### config.mk
export PLATFORM = sky130hd
export DESIGN_NAME = time_set_sequencer
export DESIGN_NICKNAME = d
export VERILOG_FILES = /design/src/rtl/clock_pkg.sv /design/src/rtl/key_debounce.sv /design/src/rtl/time_set_sequencer.sv
export SDC_FILE = /design/constraint.sdc
export NUM_CORES = 1
export LEC_CHECK = 0
export CORE_MARGIN = 2
export CORE_UTILIZATION = 45
export CTS_BUF_LIST = sky130_fd_sc_hd__clkbuf_4
export CTS_CLUSTER_SIZE = 28
export DETAILED_ROUTE_END_ITERATION = 7
export PLACE_DENSITY = 0.78
export REMOVE_ABC_BUFFERS = 1
export SETUP_SLACK_MARGIN = 0.1
export SYNTH_ARGS = -nofsm -noshare
export SYNTH_HDL_FRONTEND = slang
export SYNTH_SLANG_ARGS = --single-unit
export TNS_END_PERCENT = 30
### constraint.sdc
create_clock -name CP -period 4.9 [get_ports CP]
set_clock_uncertainty 0.05 [all_clocks]
set_input_delay 0.49 -clock CP [delete_from_list [all_inputs] [get_ports CP]]
set_output_delay 0.49 -clock CP [all_outputs]
set_load 0.01 [all_outputs]
### src/rtl/clock_pkg.sv
// Shared definitions for the clock time/alarm setting logic: sequencer states, cursor indices,
// digit limits, BCD field offsets and the digit/cursor stepping helpers.
package clock_pkg;

    typedef enum logic [1:0] {StIdle, StLoad, StEdit, StCommit} seq_state_e;

    localparam logic [2:0] CUR_SEC_U  = 3'd0;
    localparam logic [2:0] CUR_SEC_T  = 3'd1;
    localparam logic [2:0] CUR_MIN_U  = 3'd2;
    localparam logic [2:0] CUR_MIN_T  = 3'd3;
    localparam logic [2:0] CUR_HOUR_U = 3'd4;
    localparam logic [2:0] CUR_HOUR_T = 3'd5;

    localparam logic [3:0] MAX_UNITS     = 4'd9;
    localparam logic [3:0] MAX_SEC_MIN_T = 4'd5;
    localparam logic [3:0] MAX_HOUR_T    = 4'd2;
    localparam logic [3:0] MAX_HOUR_U_HI = 4'd3;

    localparam int unsigned SEC_OFS  = 0;
    localparam int unsigned MIN_OFS  = 8;
    localparam int unsigned HOUR_OFS = 16;

    // Largest legal value of the selected digit; hour units depend on the current hour tens.
    function automatic logic [3:0] digit_max(input logic [23:0] t, input logic [2:0] cur);
        logic [3:0] mx;
        mx = 4'd0;
        case (cur)
            CUR_SEC_U, CUR_MIN_U: mx = MAX_UNITS;
            CUR_SEC_T, CUR_MIN_T: mx = MAX_SEC_MIN_T;
            CUR_HOUR_U:           mx = (t[HOUR_OFS+4 +: 4] == MAX_HOUR_T) ? MAX_HOUR_U_HI : MAX_UNITS;
            CUR_HOUR_T:           mx = MAX_HOUR_T;
            default:              mx = 4'd0;
        endcase
        return mx;
    endfunction

    // Increment or decrement one digit with wrap, then clamp hour units if tens became 2.
    function automatic logic [23:0] bcd_step(input logic [23:0] t, input logic [2:0] cur,
                                             input logic inc);
        logic [23:0] r;
        logic [4:0]  idx;
        logic [3:0]  d;
        logic [3:0]  mx;
        r   = t;
        idx = {cur, 2'b00};
        d   = t[idx +: 4];
        mx  = digit_max(t, cur);
        if (inc) begin
            d = (d >= mx) ? 4'd0 : d + 4'd1;
        end else begin
            d = (d == 4'd0 || d > mx) ? mx : d - 4'd1;
        end
        r[idx +: 4] = d;
        if (cur == CUR_HOUR_T && d == MAX_HOUR_T && r[HOUR_OFS +: 4] > MAX_HOUR_U_HI) begin
            r[HOUR_OFS +: 4] = MAX_HOUR_U_HI;
        end
        return r;
    endfunction

    // Alarm sessions never reach the seconds digits.
    function automatic logic [2:0] cursor_step(input logic [2:0] cur, input logic alarm,
                                               input logic inc);
        logic [2:0] lo;
        lo = alarm ? CUR_MIN_U : CUR_SEC_U;
        if (inc) begin
            return (cur >= CUR_HOUR_T) ? lo : cur + 3'd1;
        end
        return (cur <= lo) ? CUR_HOUR_T : cur - 3'd1;
    endfunction

endpackage

### src/rtl/key_debounce.sv
// Button conditioner: 2-flop sync, tick-based debounce and one-cycle press pulse.
// Auto-repeat counters exist only when AUTO_REPEAT_EN is defined.
module key_debounce #(
    parameter int unsigned DEBOUNCE_MS     = 20,
    parameter int unsigned REPEAT_DELAY_MS = 500,
    parameter int unsigned REPEAT_RATE_MS  = 100
) (
    input  logic clk_i,
    input  logic rst_ni,
    input  logic tick_i,
    input  logic raw_i,
    input  logic rpt_en_i,
    output logic press_o
);

    localparam int unsigned CntW = $clog2(DEBOUNCE_MS + 1);

    logic [1:0]      sync_q;
    logic            stable_q;
    logic [CntW-1:0] cnt_q;
    logic            accept;
    logic            rise;

    assign accept = tick_i && (sync_q[1] != stable_q) && (cnt_q == CntW'(DEBOUNCE_MS - 1));
    assign rise   = accept && sync_q[1];

    always_ff @(posedge clk_i or negedge rst_ni) begin
        if (!rst_ni) begin
            sync_q   <= 2'b00;
            stable_q <= 1'b0;
            cnt_q    <= '0;
        end else begin
            sync_q <= {sync_q[0], raw_i};
            if (tick_i) begin
                if (sync_q[1] == stable_q) begin
                    cnt_q <= '0;
                end else if (accept) begin
                    stable_q <= sync_q[1];
                    cnt_q    <= '0;
                end else begin
                    cnt_q <= cnt_q + CntW'(1);
                end
            end
        end
    end

`ifdef AUTO_REPEAT_EN
    localparam int unsigned RptW = $clog2(REPEAT_DELAY_MS + REPEAT_RATE_MS + 1);

    logic [RptW-1:0] rpt_q;
    logic            rpt_first_q;
    logic            held;
    logic            rpt_fire;

    // Raw level must still be high so a pending release cancels the next repeat.
    assign held     = stable_q && sync_q[1] && rpt_en_i;
    assign rpt_fire = tick_i && held &&
                      (rpt_q == (rpt_first_q ? RptW'(REPEAT_DELAY_MS - 1)
                                             : RptW'(REPEAT_RATE_MS - 1)));

    always_ff @(posedge clk_i or negedge rst_ni) begin
        if (!rst_ni) begin
            rpt_q       <= '0;
            rpt_first_q <= 1'b1;
        end else if (!held) begin
            rpt_q       <= '0;
            rpt_first_q <= 1'b1;
        end else if (tick_i) begin
            if (rpt_fire) begin
                rpt_q       <= '0;
                rpt_first_q <= 1'b0;
            end else begin
                rpt_q <= rpt_q + RptW'(1);
            end
        end
    end

    assign press_o = rise || rpt_fire;
`else
    logic unused_rpt;
    assign unused_rpt = rpt_en_i ^ (REPEAT_DELAY_MS > REPEAT_RATE_MS);
    assign press_o    = rise;
`endif

endmodule

### src/rtl/time_set_sequencer.sv
// Time/alarm edit sequencer: owns the BCD edit buffer and cursor, commits to the counters or
// alarm with a one-cycle load strobe. AUTO_REPEAT_EN enables up/down auto-repeat.
module time_set_sequencer
    import clock_pkg::*;
#(
    parameter int unsigned DEBOUNCE_MS     = 20,
    parameter int unsigned REPEAT_DELAY_MS = 500,
    parameter int unsigned REPEAT_RATE_MS  = 100
) (
    input  logic        CP,
    input  logic        _CR,
    input  logic        tick_1khz,
    input  logic        adjust,
    input  logic        mode,
    input  logic        left,
    input  logic        right,
    input  logic        up,
    input  logic        down,
    input  logic        apply,
    input  logic [23:0] show_time,
    input  logic [15:0] alarm_time,
    output logic [23:0] edit_time,
    output logic [2:0]  cursor,
    output logic        editing,
    output logic [7:0]  pre_hour,
    output logic [7:0]  pre_min,
    output logic [7:0]  pre_sec,
    output logic        PE_counter,
    output logic        PE_alarm
);

    localparam int unsigned KEY_RIGHT = 0;
    localparam int unsigned KEY_LEFT  = 1;
    localparam int unsigned KEY_DOWN  = 2;
    localparam int unsigned KEY_UP    = 3;
    localparam int unsigned KEY_APPLY = 4;

    seq_state_e  state_q;
    logic [1:0]  adj_sync_q;
    logic [1:0]  mode_sync_q;
    logic        adj_prev_q;
    logic        target_q;
    logic [23:0] edit_q;
    logic [2:0]  cursor_q;
    logic [7:0]  pre_hour_q;
    logic [7:0]  pre_min_q;
    logic [7:0]  pre_sec_q;
    logic        pe_counter_q;
    logic        pe_alarm_q;

    logic        adj_s;
    logic        mode_s;
    logic        abort;
    logic        in_edit;
    logic [4:0]  raw;
    logic [4:0]  rpt_en;
    logic [4:0]  ev;

    assign adj_s   = adj_sync_q[1];
    assign mode_s  = mode_sync_q[1];
    assign abort   = !adj_s || (mode_s != target_q);
    assign in_edit = (state_q == StEdit);
    assign raw     = {apply, up, down, left, right};
    assign rpt_en  = {1'b0, in_edit, in_edit, 2'b00};

    for (genvar i = 0; i < 5; i++) begin : g_key
        key_debounce #(
            .DEBOUNCE_MS    (DEBOUNCE_MS),
            .REPEAT_DELAY_MS(REPEAT_DELAY_MS),
            .REPEAT_RATE_MS (REPEAT_RATE_MS)
        ) u_key (
            .clk_i   (CP),
            .rst_ni  (_CR),
            .tick_i  (tick_1khz),
            .raw_i   (raw[i]),
            .rpt_en_i(rpt_en[i]),
            .press_o (ev[i])
        );
    end

    always_ff @(posedge CP or negedge _CR) begin
        if (!_CR) begin
            state_q      <= StIdle;
            adj_sync_q   <= 2'b00;
            mode_sync_q  <= 2'b00;
            adj_prev_q   <= 1'b0;
            target_q     <= 1'b0;
            edit_q       <= '0;
            cursor_q     <= CUR_SEC_U;
            pre_hour_q   <= '0;
            pre_min_q    <= '0;
            pre_sec_q    <= '0;
            pe_counter_q <= 1'b0;
            pe_alarm_q   <= 1'b0;
        end else begin
            adj_sync_q   <= {adj_sync_q[0], adjust};
            mode_sync_q  <= {mode_sync_q[0], mode};
            adj_prev_q   <= adj_s;
            pe_counter_q <= 1'b0;
            pe_alarm_q   <= 1'b0;
            case (state_q)
                StIdle: begin
                    if (adj_s && !adj_prev_q) state_q <= StLoad;
                end
                StLoad: begin
                    if (!adj_s) begin
                        state_q <= StIdle;
                    end else begin
                        target_q <= mode_s;
                        edit_q   <= mode_s ? {alarm_time, 8'h00} : show_time;
                        cursor_q <= mode_s ? CUR_MIN_U : CUR_SEC_U;
                        state_q  <= StEdit;
                    end
                end
                StEdit: begin
                    // Abort outranks every button, including a same-cycle apply.
                    if (abort) begin
                        state_q <= StIdle;
                    end else if (ev[KEY_APPLY]) begin
                        state_q      <= StCommit;
                        pre_hour_q   <= edit_q[HOUR_OFS +: 8];
                        pre_min_q    <= edit_q[MIN_OFS +: 8];
                        pre_sec_q    <= target_q ? 8'h00 : edit_q[SEC_OFS +: 8];
                        pe_counter_q <= !target_q;
                        pe_alarm_q   <= target_q;
                    end else if (ev[KEY_UP]) begin
                        edit_q <= bcd_step(edit_q, cursor_q, 1'b1);
                    end else if (ev[KEY_DOWN]) begin
                        edit_q <= bcd_step(edit_q, cursor_q, 1'b0);
                    end else if (ev[KEY_LEFT]) begin
                        cursor_q <= cursor_step(cursor_q, target_q, 1'b1);
                    end else if (ev[KEY_RIGHT]) begin
                        cursor_q <= cursor_step(cursor_q, target_q, 1'b0);
                    end
                end
                StCommit: begin
                    state_q <= abort ? StIdle : StEdit;
                end
                default: state_q <= StIdle;
            endcase
        end
    end

    assign edit_time  = edit_q;
    assign cursor     = cursor_q;
    assign editing    = (state_q == StEdit) || (state_q == StCommit);
    assign pre_hour   = pre_hour_q;
    assign pre_min    = pre_min_q;
    assign pre_sec    = pre_sec_q;
    assign PE_counter = pe_counter_q;
    assign PE_alarm   = pe_alarm_q;

endmodule

==> qor.txt, run 1 <==
Core footprint -> 13200 um^2
CTS tree -> done
Worst-margin pin slew -> 1020 ps
CP max stage delay -> 1020 ps
Worst Path Max Fanout -> 23
Post-synth ARST share -> 100%
Final period util -> 91.3%
Nets -> 829
Compound-Gate Fraction of Synth Area -> 18.8%
Clock Sinks -> 101
Count leader, synth -> nand2_1
GRT Total Usage -> 24.2%
TritonCTS buffer count -> 9
Min-Delay Path Class -> flop to flop
Worst Setup Start Kind -> flop
Combinational family with the most area after synthesis -> simple AND/OR/NAND/NOR gates
Floorplan row count -> 42
Distinct cell type count after synthesis -> 76
Endpoints failing setup -> 0
First-pass GRT wire length -> 27600 um
Mapped Cells -> 661
H-tree depth -> 3
FF-to-FF Start -> cursor[0]
DR DRC count -> 0
Initial DRC count -> 391
Top_reg_cell synth -> dfrtp_1
Routed WL -> 16700 um
Post-route ant nets -> 0
IO Count -> 104
Initial core utilization -> 45.8%
Top cells by area, synth -> dfrtp_1, nand2_1, ha_1
FF+latch count, synth -> 101
Buffers on Ports -> 103
Area of the multi-input gates -> 3240 um^2
Area growth syn-to-layout -> 21.7%
Synthesized-area fraction occupied by and/or/nand/nor cells -> 20.4%
Clock Latency Late Sink -> 490 ps
Max-cap violations -> 0
Crit Path Class -> flop to flop
Slew margin rel. -> 30.4%
Final hold violations -> 0
Global route overflow -> 0
YS warnings -> 0
Cell Pwr Density -> 462 nW/um^2
Most frequent CP cell -> ha_1
Hold_sp -> adj_sync_q[0]
Mux cell area share after synthesis -> 7.97%
Vias in the first global route -> 5327
Largest area contributor in the netlist -> dfrtp_1
Largest buffer count on any clock path -> 2
Critical path's slowest cell -> dfrtp_1
Critical Path RT -> 5220 ps
Routed wire length per instance -> 17.8 um
Largest net degree at the start of global routing -> 53
P_leak -> 3.11 nW
Die ar. -> 14400 um^2
Number of diodes -> 0
FF+latch area -> 2530 um^2
Post-Synth XOR/XNOR Area -> 1.88%
Root Buffer -> clkbuf_4
Number of enable flip-flop cells after synthesis -> 0
Critical Path Sink Type -> flop
Outcome -> finished, final reports clean
Final Max Slew Viols -> 0
Dpl hpwl -> 12500 um
Crit-path cells -> inv_1 -> ha_1 -> ha_1 -> a221oi_1 -> ha_1 -> and2_1 -> a32oi_1 -> o31ai_1 -> a32oi_1 -> o41ai_1 -> mux2_2
Die width -> 120 um
Placer congestion estimate -> 0.907
Peak supply drop -> 234 uV
Die Y-Extent -> 120 um
Final min period -> 4470 ps
Setup TNS -> 0 ps
Seq/Total Area, Yosys -> 41.8%
RSZ-0062 raised after global routing -> false
Final Power -> 3.40 mW
Setup crit start -> cursor[0]
Average size of a mapped cell -> 9.14 um^2
Initial antenna violation count -> 0
Crit path buf inv count -> 1
Fmax -> 224 MHz
Adder-Cell Fraction of Synth Area -> 4.56%
Via density -> 5.78
DR vias -> 5425
Worst Path Arrival -> 4790 ps
Drt pass-1 iters -> 5
Clk slew on worst S/H paths -> 150 ps
Fill cell count -> 1174
Layout cell share with drive strength beyond 1 -> 7.74%
Synth cell count leaders -> nand2_1, dfrtp_1, inv_1
Top-area cell type share of the netlist area -> 41.8%
Critical path's top delay family -> compound AO/OA/AOI/OAI gates
Post-Syn Area -> 6040 um^2
report_power, final:
group	switching [mW]	internal, mW	total (mW)
logic	1.01	0.793	1.80
clock network	0.294	0.107	0.401
registers	0.226	0.968	1.19
layout by cell type, fill, tap and decap left out, types with 4 or more instances in the layout:
master,count
a211oi_1,4
a21o_1,5
a21oi_1,31
a31oi_1,7
and2_1,6
and3_1,4
buf_4,11
clkbuf_4,9
clkdlybuf4s50_1,102
dfrtp_1,101
ha_1,22
inv_1,36
mux2_2,15
mux2_4,4
mux2i_1,23
nand2_1,106
nand2b_1,8
nand3_1,24
nand3b_1,8
nand4_1,4
nor2_1,34
nor2b_1,6
nor3_1,14
nor3b_1,6
o211ai_1,8
o21a_1,6
o21ai_0,28
o21ai_1,6
o221ai_1,10
o22ai_1,12
o31ai_1,6
or3_1,12
xnor2_1,7
xor2_1,6
layout make-up:
| type | instances | area share [%] |
|---|---|---|
| Multi-Input combinational cell | 495 | 44.1 |
| Sequential cell | 101 | 34.4 |
| Timing Repair Buffer | 114 | 15.1 |
| Tap cell | 176 | 2.99 |
| Inverter | 36 | 1.84 |
| Clock buffer | 9 | 0.919 |
| Clock inverter | 7 | 0.681 |
kinds of logic (layout without fill, tap and decap cells):
kind of cell | after synthesis | count (layout)
AND/OR/NAND/NOR | 251 | 251
buffers and inverters | 65 | 166
multiplexers | 44 | 44
adder cells (fa/ha/maj) | 22 | 22
flip-flops | 101 | 101
XOR/XNOR | 13 | 13
AO/OA/AOI/OAI | 165 | 165
per-layer routing:
metal | track usage (%) | vias up | routed length, um
li1 | - | 2581 | -
met1 | 32.4 | 2665 | 7540
met2 | 40.0 | 162 | 8030
met3 | 4.52 | 17 | 892
met4 | 7.28 | 0 | 250
met5 | 0 | - | 0
state kept, by name, indices dropped and copies added (netlist names):
register	flops
PE_alarm	1
PE_counter	1
adj_prev_q	1
adj_sync_q	2
cursor	3
edit_time	24
g_key.u_key.cnt_q	25
g_key.u_key.stable_q	5
g_key.u_key.sync_q	10
mode_sync_q	2
pre_hour	8
pre_min	8
pre_sec	8
state_q	2
target_q	1
worst paths after layout:
check                      cells after the start  slack [ps]       endpoint
max reg2reg                                   11         430  edit_time[12]
min                                            0         320  adj_sync_q[1]
max in group asynchronous                      3        3210     pre_min[5]
min in group asynchronous                      2         480    pre_hour[1]
min reg2reg                                    0         320  adj_sync_q[1]
max                                           11         430  edit_time[12]
through the flow:
step                setup slack [ps]  hold slack [ps]  cell area (um^2)  utilization (%)  cells
floorplan                        716              144              5900                -    632
detailed placement               588              286              7230             54.8    921
CTS                              567              320              7350             55.8    938
global route                     155              333              7350             55.8    938
finish                           428              317              7350             55.8    938
global placement                 589              283              7230             54.8    921
what timing repair did:
item | 4_1_cts | 5_1_grt
resized for setup | 0 | 0
hold buffers | 1 | 0
endpoints found under the hold margin | 51 | 0
buffers inserted | 0 | 0
Note: power is estimated with default switching activity, not from simulation.
==> inputs of run 2 (changes only) <==
--- a/config.mk
+++ b/config.mk
@@ -10,7 +10,7 @@
 export CTS_BUF_LIST = sky130_fd_sc_hd__clkbuf_4
 export CTS_CLUSTER_SIZE = 28
 export DETAILED_ROUTE_END_ITERATION = 7
-export PLACE_DENSITY = 0.78
+export PLACE_DENSITY = 0.71
 export REMOVE_ABC_BUFFERS = 1
 export SETUP_SLACK_MARGIN = 0.1
 export SYNTH_ARGS = -nofsm -noshare
==> qor.txt, run 2 (synthesis gave the netlist of run 1 again) <==
Capture point of the worst reg-to-reg path -> edit_time[3]
Initial core utilization -> 45.8% (unchanged)
Most frequent cells in the layout -> nand2_1, clkdlybuf4s50_1, dfrtp_1
Placer congestion estimate -> 0.900 (-0.75%)
Final min period -> 4370 ps (-104 ps)
Final Power -> 3.48 mW (+2.5%)
Critical Path Sink Type -> flop
Root Buffer -> clkbuf_4
Vias in the first global route -> 5177 (-2.8%)
H-tree depth -> 3 (unchanged)
Routed WL -> 16400 um (-2.1%)
Floorplan row count -> 42 (unchanged)
Critical Path RT -> 5210 ps (about the same)
Worst Setup EP -> edit_time[3]
Peak supply drop -> 208 uV (-11%)
Die Y-Extent -> 120 um (unchanged)
Crit-path cells -> inv_1 -> ha_1 -> ha_1 -> a221oi_1 -> ha_1 -> and2_1 -> o21ai_0 -> a32oi_1 -> or4_4 -> and3_4 -> a21oi_1 -> o221ai_1
Buffers on Ports -> 103 (unchanged)
Final period util -> 89.1% (-2.1 points)
Fill cell count -> 1190 (+1.4%)
Sequential Power Share -> 34.2% (-0.9 points)
First-pass GRT wire length -> 26400 um (-4.2%)
CP Depth -> 12 (+1)
CP max stage delay -> 990 ps (-30 ps)
Placed Area -> 7230 um^2 (unchanged)
TritonCTS buffer count -> 9 (unchanged)
Worst Setup Start Kind -> flop
Dpl hpwl -> 12200 um (-2.7%)
Layout cell share with drive strength beyond 1 -> 7.75% (+0.010 points)
Pre-CTS WS -> 588 ps (-0.0260 ps)
Cell-internal power -> 1.97 mW (+5.6%)
Outcome -> finished, final reports clean
Most frequent CP cell -> ha_1
Die ar. -> 14400 um^2 (unchanged)
FF-to-FF path depth -> 12 (+1)
Slew margin rel. -> 31.9% (+1.5 points)
CTS tree -> done
Switching pwr -> 1.51 mW (-1.3%)
Area growth syn-to-layout -> 22.4%
P_leak -> 3.13 nW (+0.73%)
Clock Latency Late Sink -> 490 ps (about the same)
Worst Path Max Fanout -> 23 (unchanged)
GRT Total Usage -> 23.5% (-0.69 points)
Drt pass-1 iters -> 5 (unchanged)
Final hold violations -> 0 (unchanged)
Via density -> 5.77 (-0.30%)
DR vias -> 5403 (-0.41%)
Critical path's top delay family -> compound AO/OA/AOI/OAI gates
FF-to-FF Start -> cursor[0]
RSZ-0062 raised after global routing -> false
Hold slack -> 310 ps (-7.86 ps)
Final Util -> 56.1% (+0.32 points)
Post-route ant nets -> 0 (unchanged)
Endpoints failing setup -> 0 (unchanged)
Cell Pwr Density -> 471 nW/um^2 (+1.9%)
Worst Path Arrival -> 4680 ps (-110 ps)
Min-Delay Path Class -> flop to flop
Crit Path Class -> flop to flop
Setup TNS -> 0 ps (unchanged)
Critical path's slowest cell -> dfrtp_1
Number of diodes -> 0 (unchanged)
Die width -> 120 um (unchanged)
Clk slew on worst S/H paths -> 160 ps (about the same)
Sw Ratio -> 43.4% (-1.7 points)
IO Count -> 104 (unchanged)
Final Max Slew Viols -> 0 (unchanged)
Nets -> 829 (unchanged)
Core footprint -> 13200 um^2 (unchanged)
Commonest non-fill, non-tap cell in the layout -> nand2_1
Global route overflow -> 0 (unchanged)
DR DRC count -> 0 (unchanged)
Placed cell count -> 921 (unchanged)
Crit path buf inv count -> 1 (unchanged)
Resized cells post-CTS -> 0 (unchanged)
Largest buffer count on any clock path -> 2 (unchanged)
Clock Sinks -> 101 (unchanged)
Most flops, register -> g_key.u_key.cnt_q
Max reg flops -> 25 (unchanged)
Fmax -> 229 MHz (+2.4%)
Clk network pwr share -> 14.4% (+2.6 points)
Initial DRC count -> 281 (-28%)
Logic pwr share -> 51.4% (-1.7 points)
Post-Layout Inst Area -> 7400 um^2 (+0.58%)
Routed wire length per instance -> 17.5 um (-2.0%)
Worst-margin pin slew -> 995 ps (-22.1 ps)
Initial antenna violation count -> 0 (unchanged)
Cell Count, Final, Fillers Out -> 937 (-0.11%)
Max-cap violations -> 0 (unchanged)
Register-to-register setup slack -> 530 ps (+100 ps)
Setup crit start -> cursor[0]
Largest net degree at the start of global routing -> 58 (+9.4%)
PnR worst setup slack -> 532 ps (+104 ps)
==> run 2: worst register-to-register path: cells and delay by family (launching register included) <==
family          cells  cell delay, ps
fa+ha+maj           3             930
buf+inv             1             150
flops               1             990
compound gates      5            1160
simple gates        3             970
==> run 2: final cells by class <==
cell class | instances | area, um^2 | share of cell area, %
inverters | 36 | 135 | 1.83
repair buffers | 114 | 1110 | 15.1
clock buffers | 10 | 75.1 | 1.01
flip-flops and latches | 101 | 2530 | 34.2
multi-input cells | 495 | 3240 | 43.8
clock inverters | 5 | 85.1 | 1.15
well taps | 176 | 220 | 2.98
==> run 2: how the worst min path moves through the flow <==
stage,from,to,slack [ps],cells past startpoint
2_1_floorplan,_CR,PE_alarm,140,0
3_3_place_gp,g_key[0].u_key.sync_q[0],g_key[0].u_key.sync_q[1],280,0
3_5_place_dp,g_key[4].u_key.sync_q[0],g_key[4].u_key.sync_q[1],290,0
4_1_cts,g_key[4].u_key.sync_q[0],g_key[4].u_key.sync_q[1],320,0
5_1_grt,g_key[2].u_key.sync_q[0],g_key[2].u_key.sync_q[1],320,0
6_report,g_key[2].u_key.sync_q[0],g_key[2].u_key.sync_q[1],310,0
==> run 2: repair_timing <==
item	4_1_cts	5_1_grt
hold buffers	1	0
endpoints found under the setup margin	0	0
buffers inserted	0	0
hold endpoints to repair	44	0
==> run 2: per-layer routing <==
layer	up-vias	wire length, um	global-route usage (%)
met5	-	0	0
met4	0	303	8.75
met3	21	1110	4.23
met2	203	7770	38.0
met1	2601	7190	31.5
li1	2578	-	-
==> run 2: power by group through the flow <==
stage / logic, mW / clock network, mW / registers (mW)
6_report: 1.79 / 0.503 / 1.19
2_1_floorplan: 1.12 / 0 / 1.17
3_3_place_gp: 1.74 / 0 / 1.20
5_1_grt: 1.94 / 0.548 / 1.21
4_1_cts: 1.77 / 0.519 / 1.19
3_5_place_dp: 1.76 / 0 / 1.20
